$ cat config.mk
export PLATFORM = sky130hd
export DESIGN_NAME = button_pulse_gen
export DESIGN_NICKNAME = d
export VERILOG_FILES = /design/src/rtl/button_pulse_gen.sv
export SDC_FILE = /design/constraint.sdc
export NUM_CORES = 1
export LEC_CHECK = 0
export CAP_MARGIN = 5
export CORE_UTILIZATION = 63
export CTS_CLUSTER_DIAMETER = 30
export DETAILED_ROUTE_END_ITERATION = 8
export DONT_BUFFER_PORTS = 1
export PLACE_DENSITY = 0.88
export SLEW_MARGIN = 20
export SYNTH_ARGS = -nofsm -noshare
export SYNTH_HDL_FRONTEND = slang
export SYNTH_SLANG_ARGS = --single-unit
$ cat constraint.sdc
create_clock -name clk -period 2.8 [get_ports clk]
set_input_delay 0.84 -clock clk [delete_from_list [all_inputs] [get_ports clk]]
set_output_delay 0.84 -clock clk [all_outputs]
set_load 0.02 [all_outputs]
$ cat src/rtl/button_pulse_gen.sv
// ---------------------------------------------------------------------------
// button_pulse_gen
//
// Turns a raw, bouncy, asynchronous pushbutton into clean single-cycle event
// pulses in the clk domain. The input is synchronized and then debounced.
// A small press/hold/repeat FSM then turns the debounced level into pulses.
// click_pulse drives the source input of a downstream pulse synchronizer.
// All pulses are one cycle wide and never adjacent to each other, so that
// synchronizer cannot merge them.
//
// Ports
//   clk           in   system clock
//   rst_n         in   asynchronous active-low reset
//   btn_in        in   raw button (asynchronous, bouncy)
//   btn_level     out  debounced level, 1 = pressed
//   press_pulse   out  one cycle when the debounced level rises
//   release_pulse out  one cycle when the debounced level falls
//   repeat_pulse  out  one cycle per auto-repeat tick while held
//   click_pulse   out  press_pulse | repeat_pulse, registered
// ---------------------------------------------------------------------------
module button_pulse_gen #(
    parameter int unsigned DEBOUNCE_CYCLES   = 1000000,
    parameter int unsigned LONG_PRESS_CYCLES = 50000000,
    parameter int unsigned REPEAT_CYCLES     = 10000000,
    parameter int unsigned REPEAT_EN         = 1,
    parameter int unsigned BTN_ACTIVE_LOW    = 0
) (
    input  logic clk,
    input  logic rst_n,
    input  logic btn_in,
    output logic btn_level,
    output logic press_pulse,
    output logic release_pulse,
    output logic repeat_pulse,
    output logic click_pulse
);

    localparam int unsigned CNT_W    = $clog2(DEBOUNCE_CYCLES + 1);
    localparam int unsigned HOLD_MAX = (LONG_PRESS_CYCLES > REPEAT_CYCLES) ?
                                       LONG_PRESS_CYCLES : REPEAT_CYCLES;
    localparam int unsigned HCNT_W   = $clog2(HOLD_MAX + 1);

    localparam logic [CNT_W-1:0]  DEB_LAST  = CNT_W'(DEBOUNCE_CYCLES - 1);
    localparam logic [CNT_W-1:0]  CNT_ONE   = CNT_W'(1);
    localparam logic [HCNT_W-1:0] LONG_LAST = HCNT_W'(LONG_PRESS_CYCLES - 1);
    localparam logic [HCNT_W-1:0] REP_LAST  = HCNT_W'(REPEAT_CYCLES - 1);
    localparam logic [HCNT_W-1:0] HCNT_ONE  = HCNT_W'(1);

    // Raw level of an untouched button. The synchronizer resets to this
    // value so that leaving reset never looks like a press.
    localparam logic BTN_IDLE = (BTN_ACTIVE_LOW != 0) ? 1'b1 : 1'b0;

    typedef enum logic [1:0] {
        ST_IDLE,
        ST_PRESSED,
        ST_HELD
    } state_e;

    // ------------------------------------------------------------------
    // Two-flop synchronizer, then polarity normalisation
    // ------------------------------------------------------------------
    logic sync1_q;
    logic sync2_q;
    logic sync_pressed;

    // NOTE: sequential state is always assigned with <=, so every flop
    // samples the pre-edge values of its neighbours and the order of
    // statements inside the block does not matter.
    always_ff @(posedge clk or negedge rst_n) begin
        if (!rst_n) begin
            sync1_q <= BTN_IDLE;
            sync2_q <= BTN_IDLE;
        end else begin
            sync1_q <= btn_in;
            sync2_q <= sync1_q;
        end
    end

    assign sync_pressed = (BTN_ACTIVE_LOW != 0) ? ~sync2_q : sync2_q;

    // ------------------------------------------------------------------
    // Debounce: the level flips only after DEBOUNCE_CYCLES consecutive
    // disagreeing samples. Any agreeing sample restarts the count.
    // ------------------------------------------------------------------
    logic [CNT_W-1:0] cnt_q;
    logic [CNT_W-1:0] cnt_d;
    logic             level_q;
    logic             level_d;
    logic             deb_rise;
    logic             deb_fall;

    // NOTE: every signal written here gets a default first, so no path
    // through the block can leave one unassigned and infer a latch.
    always_comb begin
        cnt_d   = cnt_q;
        level_d = level_q;
        if (sync_pressed == level_q) begin
            cnt_d = '0;
        end else if (cnt_q == DEB_LAST) begin
            level_d = sync_pressed;
            cnt_d   = '0;
        end else begin
            cnt_d = cnt_q + CNT_ONE;
        end
    end

    always_ff @(posedge clk or negedge rst_n) begin
        if (!rst_n) begin
            cnt_q   <= '0;
            level_q <= 1'b0;
        end else begin
            cnt_q   <= cnt_d;
            level_q <= level_d;
        end
    end

    // These events are seen on the edge where the level flips. The FSM
    // therefore registers its pulse in the same cycle that btn_level
    // first shows the new value.
    assign deb_rise = level_d & ~level_q;
    assign deb_fall = ~level_d & level_q;

    // ------------------------------------------------------------------
    // Press / hold / auto-repeat FSM with registered pulse outputs
    // ------------------------------------------------------------------
    state_e            state_q;
    logic [HCNT_W-1:0] hcnt_q;
    logic              press_q;
    logic              release_q;
    logic              repeat_q;
    logic              click_q;

    always_ff @(posedge clk or negedge rst_n) begin
        if (!rst_n) begin
            state_q   <= ST_IDLE;
            hcnt_q    <= '0;
            press_q   <= 1'b0;
            release_q <= 1'b0;
            repeat_q  <= 1'b0;
            click_q   <= 1'b0;
        end else begin
            press_q   <= 1'b0;
            release_q <= 1'b0;
            repeat_q  <= 1'b0;
            click_q   <= 1'b0;
            case (state_q)
                ST_IDLE: begin
                    if (deb_rise) begin
                        press_q <= 1'b1;
                        click_q <= 1'b1;
                        hcnt_q  <= '0;
                        state_q <= ST_PRESSED;
                    end
                end
                ST_PRESSED: begin
                    // A release is checked first, so it wins over a repeat
                    // that expires on the same edge.
                    if (deb_fall) begin
                        release_q <= 1'b1;
                        state_q   <= ST_IDLE;
                    end else if (REPEAT_EN != 0) begin
                        if (hcnt_q == LONG_LAST) begin
                            repeat_q <= 1'b1;
                            click_q  <= 1'b1;
                            hcnt_q   <= '0;
                            state_q  <= ST_HELD;
                        end else begin
                            hcnt_q <= hcnt_q + HCNT_ONE;
                        end
                    end
                end
                ST_HELD: begin
                    if (deb_fall) begin
                        release_q <= 1'b1;
                        state_q   <= ST_IDLE;
                    end else if (hcnt_q == REP_LAST) begin
                        repeat_q <= 1'b1;
                        click_q  <= 1'b1;
                        hcnt_q   <= '0;
                    end else begin
                        hcnt_q <= hcnt_q + HCNT_ONE;
                    end
                end
                default: begin
                    state_q <= ST_IDLE;
                end
            endcase
        end
    end

    assign btn_level     = level_q;
    assign press_pulse   = press_q;
    assign release_pulse = release_q;
    assign repeat_pulse  = repeat_q;
    assign click_pulse   = click_q;

endmodule
==> metrics.log, run 1 <==
INFO  metric gr-usage-all-layers = 25.6%
INFO  metric yosys.area.top_type = sky130_fd_sc_hd__dfrtp_1
INFO  metric fp-row-count = 24
INFO  metric slew_viol_final = 0
INFO  metric vias_per_cell = approximately 6.4
INFO  metric critical_path.startpoint_type = register
INFO  metric wire_length_per_cell = roughly 16 microns
INFO  metric syn-mean-instance-area = 9.57 sq um
INFO  metric worst-slew-pin-transition = between 0.5 and 0.6 ns
INFO  metric setup_viol = 0
INFO  metric report.final.hold_viol_count = 0
INFO  metric synth.net_count = about 330
INFO  metric post-dp-hpwl = 4250 microns
INFO  metric setup_crit_path_kind = reg2reg
INFO  metric fmaxAchievable = 0.390 GHz
INFO  metric synthDominantCellAreaShare = 45.4%
INFO  metric synthArstFlopShare = 100%
INFO  metric grt_first_pass_wirelength = 10300 microns
INFO  metric die_width = 71.4 microns
INFO  metric area_growth_syn_to_layout = 5.73%
INFO  metric pin_count_of_the_biggest_net_entering_global_routing = 56
INFO  metric antenna_violating_nets_left = 0
INFO  metric tmin_final = about 2.6 ns
INFO  metric via_count_of_the_first_global_routing_pass = 2295
INFO  metric cts_hold_repair.buffers = 0
INFO  metric routed_wl = 5930 microns
INFO  metric synth_most_common_cell = sky130_fd_sc_hd__dfrtp_1
INFO  metric status = finished, final reports clean
INFO  metric synth_compound_gate_area_share = 17.5%
INFO  metric clock_skew = 0.00546 ns
INFO  metric synth_mux_area_share = 0%
INFO  metric timing.max_slew.rel_slack = 62.5%
INFO  metric insertedDiodeCount = 0
INFO  metric placed_area = approximately 3000 sq um
INFO  metric grt_setup_unrepaired = no
INFO  metric postSynthRegisterBits = 55
INFO  metric finish.net_count = 329
INFO  metric finalInstanceArea = 3210 sq um
INFO  metric cts_root_buf = sky130_fd_sc_hd__clkbuf_8
INFO  metric synth-edff-count = 0
INFO  metric globalRoute.totalOverflow = 0
INFO  metric chipHeight = 71.4 microns
INFO  metric clk_pin_slew_worst_paths = approximately 0.10 ns
INFO  metric num_vias = 2405
INFO  metric grt_antenna_before_repair = 0
INFO  metric post-route-drc-count = 0
INFO  metric netlist_top_cells_area = sky130_fd_sc_hd__dfrtp_1 45%, sky130_fd_sc_hd__nor2_1 5.1%, sky130_fd_sc_hd__nand3_1 3.8%
INFO  metric clock_insertion_delay_worst_skew = approximately 0.31 ns
INFO  metric arrival = between 2 and 3 ns
INFO  metric largest_family_of_logic_cells_by_synthesized_area = simple AND/OR/NAND/NOR gates
INFO  metric synth.yosys.warnings = 0
INFO  metric cts_inserted_buffers = 5
INFO  metric gp_congestion = around 0.83
INFO  metric worstSetupEndpointType = register
INFO  metric cts_buffer_depth = 2
INFO  metric netlist-cell-type-count = 50
INFO  metric crit_required = 3.00 ns
INFO  metric portBuffers = 0
INFO  metric worst_hold_path_type = in2async
INFO  metric post_cts_buffers = 0
INFO  metric first_iter_violations = ~190
INFO  metric ioPinCount = 8
INFO  metric synth.cell_area = 3030 sq um
INFO  metric design.core.area = 4500 sq um
INFO  metric postSynthCellCount = 317
INFO  metric power_leakage = 0.00136 uW
INFO  metric design.die.area = about 5100 sq um
INFO  metric floorplan.initialDensity = 67.4%
INFO  metric yosys.area_share.xor_xnor = under 10%
INFO  metric ctsHtreeMaxLevel = 2
INFO  metric ir_worst_vdd = 0.348 mV
INFO  metric synth_top_cells_by_count = 55 x sky130_fd_sc_hd__dfrtp_1, 41 x sky130_fd_sc_hd__nor2_1, 26 x sky130_fd_sc_hd__nand2_1
INFO  metric post_synth_adder_cell_area = 2.47%
INFO  metric drt-pass1-iter-count = 4
INFO  metric layout_worst_path_cycle_share = between 90% and 100%
INFO  metric post_synth_and_or_nand_nor_area_fraction = 25.4%
INFO  metric layout-drive-gt1-share = 7.79%
INFO  metric post_cts_sizing = 0
INFO  metric critPathMaxFanout = 13
INFO  metric sequential_cell_area_fraction_in_the_yosys_report = 45.4%
INFO  metric fin_setup_tns = 0 ns
INFO  metric power_density = 427 nW/um^2
INFO  metric clock-sinks = 55
INFO  metric max_cap_violations = 0
INFO  metric synth_top_flop_cell = sky130_fd_sc_hd__dfrtp_1
INFO  metric cts_tree = built
==> stage by stage <==
stage          util, %  hold slack [ns]  cells  worst slack [ns]  total power [uW]
3_5_place_dp      68.5            0.339    365             0.290               832
2_1_floorplan        -            0.331    317             0.533               827
5_1_grt           71.2            0.189    373             0.113              1420
4_1_cts           71.2            0.199    373             0.253              1380
3_3_place_gp      68.5            0.332    365             0.331               831
6_report          71.2            0.208    373             0.237              1370
==> layout by cell type, fill, tap and decap left out, types with 7 or more instances in the layout <==
cell type                 synthesis  routed
sky130_fd_sc_hd__xor2_1          13      13
sky130_fd_sc_hd__a21oi_1         10      10
sky130_fd_sc_hd__and3_1           7       7
sky130_fd_sc_hd__nand3_1         23      23
sky130_fd_sc_hd__nand2_1         26      26
sky130_fd_sc_hd__and4_1           7       7
sky130_fd_sc_hd__nand4_1         15      15
sky130_fd_sc_hd__a22o_1          12      12
sky130_fd_sc_hd__dfrtp_1         55      55
sky130_fd_sc_hd__a21o_1          11      11
sky130_fd_sc_hd__nor2_1          41      41
sky130_fd_sc_hd__inv_1           16      16
==> flip-flops by register name (all words and copies together) (netlist names) <==
register and cells:
release_pulse 1, state_q 2, sync2_q 1, sync1_q 1, click_pulse 1, press_pulse 1, hcnt_q 26, cnt_q 20
repeat_pulse 1, btn_level 1
==> kinds of logic after synthesis <==
family | count (synthesis)
flip-flops | 55
XOR/XNOR | 18
adder cells (fa/ha/maj) | 6
AND/OR/NAND/NOR | 144
buffers and inverters | 25
AO/OA/AOI/OAI | 69
==> where the power goes <==
part           internal (uW)  switching, uW
combinational           5.12           7.88
sequential               799           4.72
clock                    294            258
==> cell type report <==
| class | count | area, sq um |
|---|---|---|
| tap | 52 | 65.1 |
| timing repair buffer | 5 | 50.0 |
| multi-input combinational | 237 | 1540 |
| sequential | 55 | 1380 |
| clock inverter | 2 | 38.8 |
| inverter | 16 | 60.1 |
| fill | 343 | 1300 |
| clock buffer | 6 | 82.6 |
==> layer usage <==
layer	vias to the layer above	part of all wire, %	global-route usage, %
met5	-	0	0
met4	0	0.61	9.11
met3	5	4.0	4.08
met2	58	49	41.5
met1	1192	46	35.0
li1	1150	-	-
==> path summary, 6_finish.rpt <==
path | start | end | slack (ns) | cells after the start
max | cnt_q[11] | hcnt_q[12] | 0.24 | 7
min | rst_n | click_pulse | 0.21 | 0
max reg2reg | cnt_q[11] | hcnt_q[12] | 0.24 | 7
min reg2reg | sync1_q | sync2_q | 0.36 | 0
max in group asynchronous | rst_n | hcnt_q[15] | 2.51 | 0
min in group clk | sync1_q | sync2_q | 0.36 | 0
==> critical path, cell delays in order, from the launching register on <==
cell and delay (ns):
sky130_fd_sc_hd__dfrtp_1 0.44, sky130_fd_sc_hd__or4_4 0.54, sky130_fd_sc_hd__nor4_4 0.39, sky130_fd_sc_hd__nand3_1 0.18, sky130_fd_sc_hd__a2bb2oi_4 0.40, sky130_fd_sc_hd__nor2_2 0.07, sky130_fd_sc_hd__buf_4 0.20, sky130_fd_sc_hd__a22o_1 0.22
Power figures use the tool's default switching activity.
==> run 2, diff against run 1 <==
--- a/config.mk
+++ b/config.mk
@@ -6,6 +6,7 @@
 export NUM_CORES = 1
 export LEC_CHECK = 0
 export CAP_MARGIN = 5
+export CORE_ASPECT_RATIO = 0.8
 export CORE_UTILIZATION = 63
 export CTS_CLUSTER_DIAMETER = 30
 export DETAILED_ROUTE_END_ITERATION = 8
==> run 2 against run 1 <==
- wire length up 1.1%
- worst setup slack improved by 0.081 ns
- final cell count rose by 2.1%
- clock-buffer cell count stayed put
- maximum frequency grew 3.3%
- largest cell class unchanged
==> metrics.log, run 2 (same netlist as run 1, synthesis figures left out) <==
INFO  metric status = finished, final reports clean
INFO  metric antenna_violating_nets_left = 0
INFO  metric post-route-drc-count = 0
INFO  metric grt_antenna_before_repair = 0
INFO  metric floorplan.initialDensity = 66.0%
INFO  metric first_iter_violations = 180
INFO  metric grt.met3_usage = 5.57%
INFO  metric critical_path.startpoint_type = register
INFO  metric design.core.area = 4600 sq um
INFO  metric max_cap_violations = 0
INFO  metric power_leakage = roughly 0.0014 uW
INFO  metric least_setup_slack_across_all_paths_after_layout = 0.318 ns
INFO  metric pin_count_of_the_biggest_net_entering_global_routing = 56
INFO  metric global_route.usage.met2 = 37.3%
INFO  metric largest_reg_flops = 26
INFO  metric chipHeight = about 64 microns
INFO  metric hold_ws = 0.201 ns
INFO  metric insertedDiodeCount = 0
INFO  metric cts_root_buf = sky130_fd_sc_hd__clkbuf_8
INFO  metric globalRoute.busiestLayer = met1
INFO  metric post_cts_buffers = 0
INFO  metric post-dp-hpwl = 4130 microns
INFO  metric via_count_of_the_first_global_routing_pass = approximately 2300
INFO  metric critPathMaxFanout = 13
INFO  metric report.final.hold_viol_count = 0
INFO  metric ioPinCount = 8
INFO  metric cts_buffer_depth = 2
INFO  metric vias_per_cell = about 6.2
INFO  metric finish.net_count = around 330
INFO  metric worst_hold_path_type = in2async
INFO  metric layout-drive-gt1-share = 7.79%
INFO  metric portBuffers = 0
INFO  metric clock_insertion_delay_worst_skew = between 0.3 and 0.4 ns
INFO  metric setup_viol = 0
INFO  metric ctsHtreeMaxLevel = 2
INFO  metric fin_setup_tns = 0 ns
INFO  metric clock_skew = 0.00910 ns
INFO  metric gp_congestion = 0.825
INFO  metric placed_area = 3100 sq um
INFO  metric fp-row-count = 22
INFO  metric timing.max_slew.rel_slack = approximately 58%
INFO  metric cts_tree = built
INFO  metric registers.top_by_ff_count = hcnt_q
INFO  metric post_cts_sizing = 0
INFO  metric preCtsSetupSlack = 0.329 ns
INFO  metric slew_viol_final = 0
INFO  metric use_met1 = 40.1%
INFO  metric grt_setup_unrepaired = no
INFO  metric clk_pin_slew_worst_paths = about 0.10 ns
INFO  metric area_growth_syn_to_layout = 5.94%
INFO  metric worst-slew-pin-transition = 0.629 ns
INFO  metric ir_worst_vdd = 0.286 mV
INFO  metric die_width = between 70 and 80 microns
INFO  metric regToRegSetupSlack = around 0.32 ns
INFO  metric arrival = 2.69 ns
INFO  metric worstSetupEndpointType = register
INFO  metric crit_required = 3.01 ns
INFO  metric globalRoute.totalOverflow = 0
INFO  metric drt-pass1-iter-count = 4
INFO  metric clock-sinks = 55
INFO  metric tmin_final = about 2.5 ns
INFO  metric cts_inserted_buffers = 5
INFO  metric grt_first_pass_wirelength = 10600 microns
INFO  metric top_regs = hcnt_q (26), cnt_q (20), state_q (2)
INFO  metric power_density = 426 nW/um^2
INFO  metric cts_hold_repair.buffers = 0
INFO  metric num_vias = 2381
INFO  metric gr-usage-all-layers = 26.9%
INFO  metric layout_worst_path_cycle_share = 88.6%
INFO  metric routed_wl = 6000 microns
INFO  metric most-common-layout-cells = 55 x sky130_fd_sc_hd__dfrtp_1, 41 x sky130_fd_sc_hd__nor2_1, 26 x sky130_fd_sc_hd__nand2_1
INFO  metric setup_crit_path_kind = reg2reg
INFO  metric finalInstanceArea = between 3000 and 4000 sq um
INFO  metric fmaxAchievable = 0.403 GHz
INFO  metric design.die.area = 5100 sq um
INFO  metric wire_length_per_cell = 15.7 microns
INFO  metric mostFrequentLayoutCell = sky130_fd_sc_hd__dfrtp_1
INFO  metric post-layout-total-power = ~1400 uW
==> run 2: power by group <==
part	internal, uW	switching [uW]	leakage (uW)
combinational	4.89	7.50	0.000535
clock	290	262	0.0000612
sequential	799	4.62	0.000762
==> run 2: area by class of cell <==
type | instances | area [sq um]
tap | 60 | 75.1
timing repair buffer | 5 | 50.0
fill | 324 | 1380
multi-input combinational | 237 | 1540
clock buffer | 6 | 82.6
clock inverter | 2 | 35.0
sequential | 55 | 1380
inverter | 16 | 60.1
==> run 2: stage by stage <==
stage | utilization, % | cells
after floorplan | - | 317
after global placement | 67.4 | 373
after detailed placement | 67.4 | 373
after CTS | 69.9 | 381
after global routing | 69.9 | 381
final | 69.9 | 381
==> run 2: layer usage <==
layer  wire, microns  up-vias  part of all wire, %
met3             302       12                  5.0
met2            2570       61                   43
met1            3010     1150                   50
li1                -     1158                    -
met5               0        -                    0
met4             112        0                  1.9
==> run 2: final timing paths <==
kind,startpoint,endpoint,cells past startpoint
max,hcnt_q[0],hcnt_q[3],8
min,rst_n,hcnt_q[16],0
max reg2reg,hcnt_q[0],hcnt_q[3],8
min reg2reg,sync1_q,sync2_q,0
max in group asynchronous,rst_n,cnt_q[17],0
min in group clk,sync1_q,sync2_q,0
==> run 2: worst max-delay path, cell delays in order (launching register included) <==
cell and delay [ns]:
sky130_fd_sc_hd__dfrtp_1 0.40, sky130_fd_sc_hd__ha_1 0.20, sky130_fd_sc_hd__and3_1 0.32, sky130_fd_sc_hd__nand2_1 0.11, sky130_fd_sc_hd__o41a_1 0.44, sky130_fd_sc_hd__o21ai_0 0.44, sky130_fd_sc_hd__nor2_2 0.05, sky130_fd_sc_hd__buf_4 0.20
sky130_fd_sc_hd__a22o_1 0.21
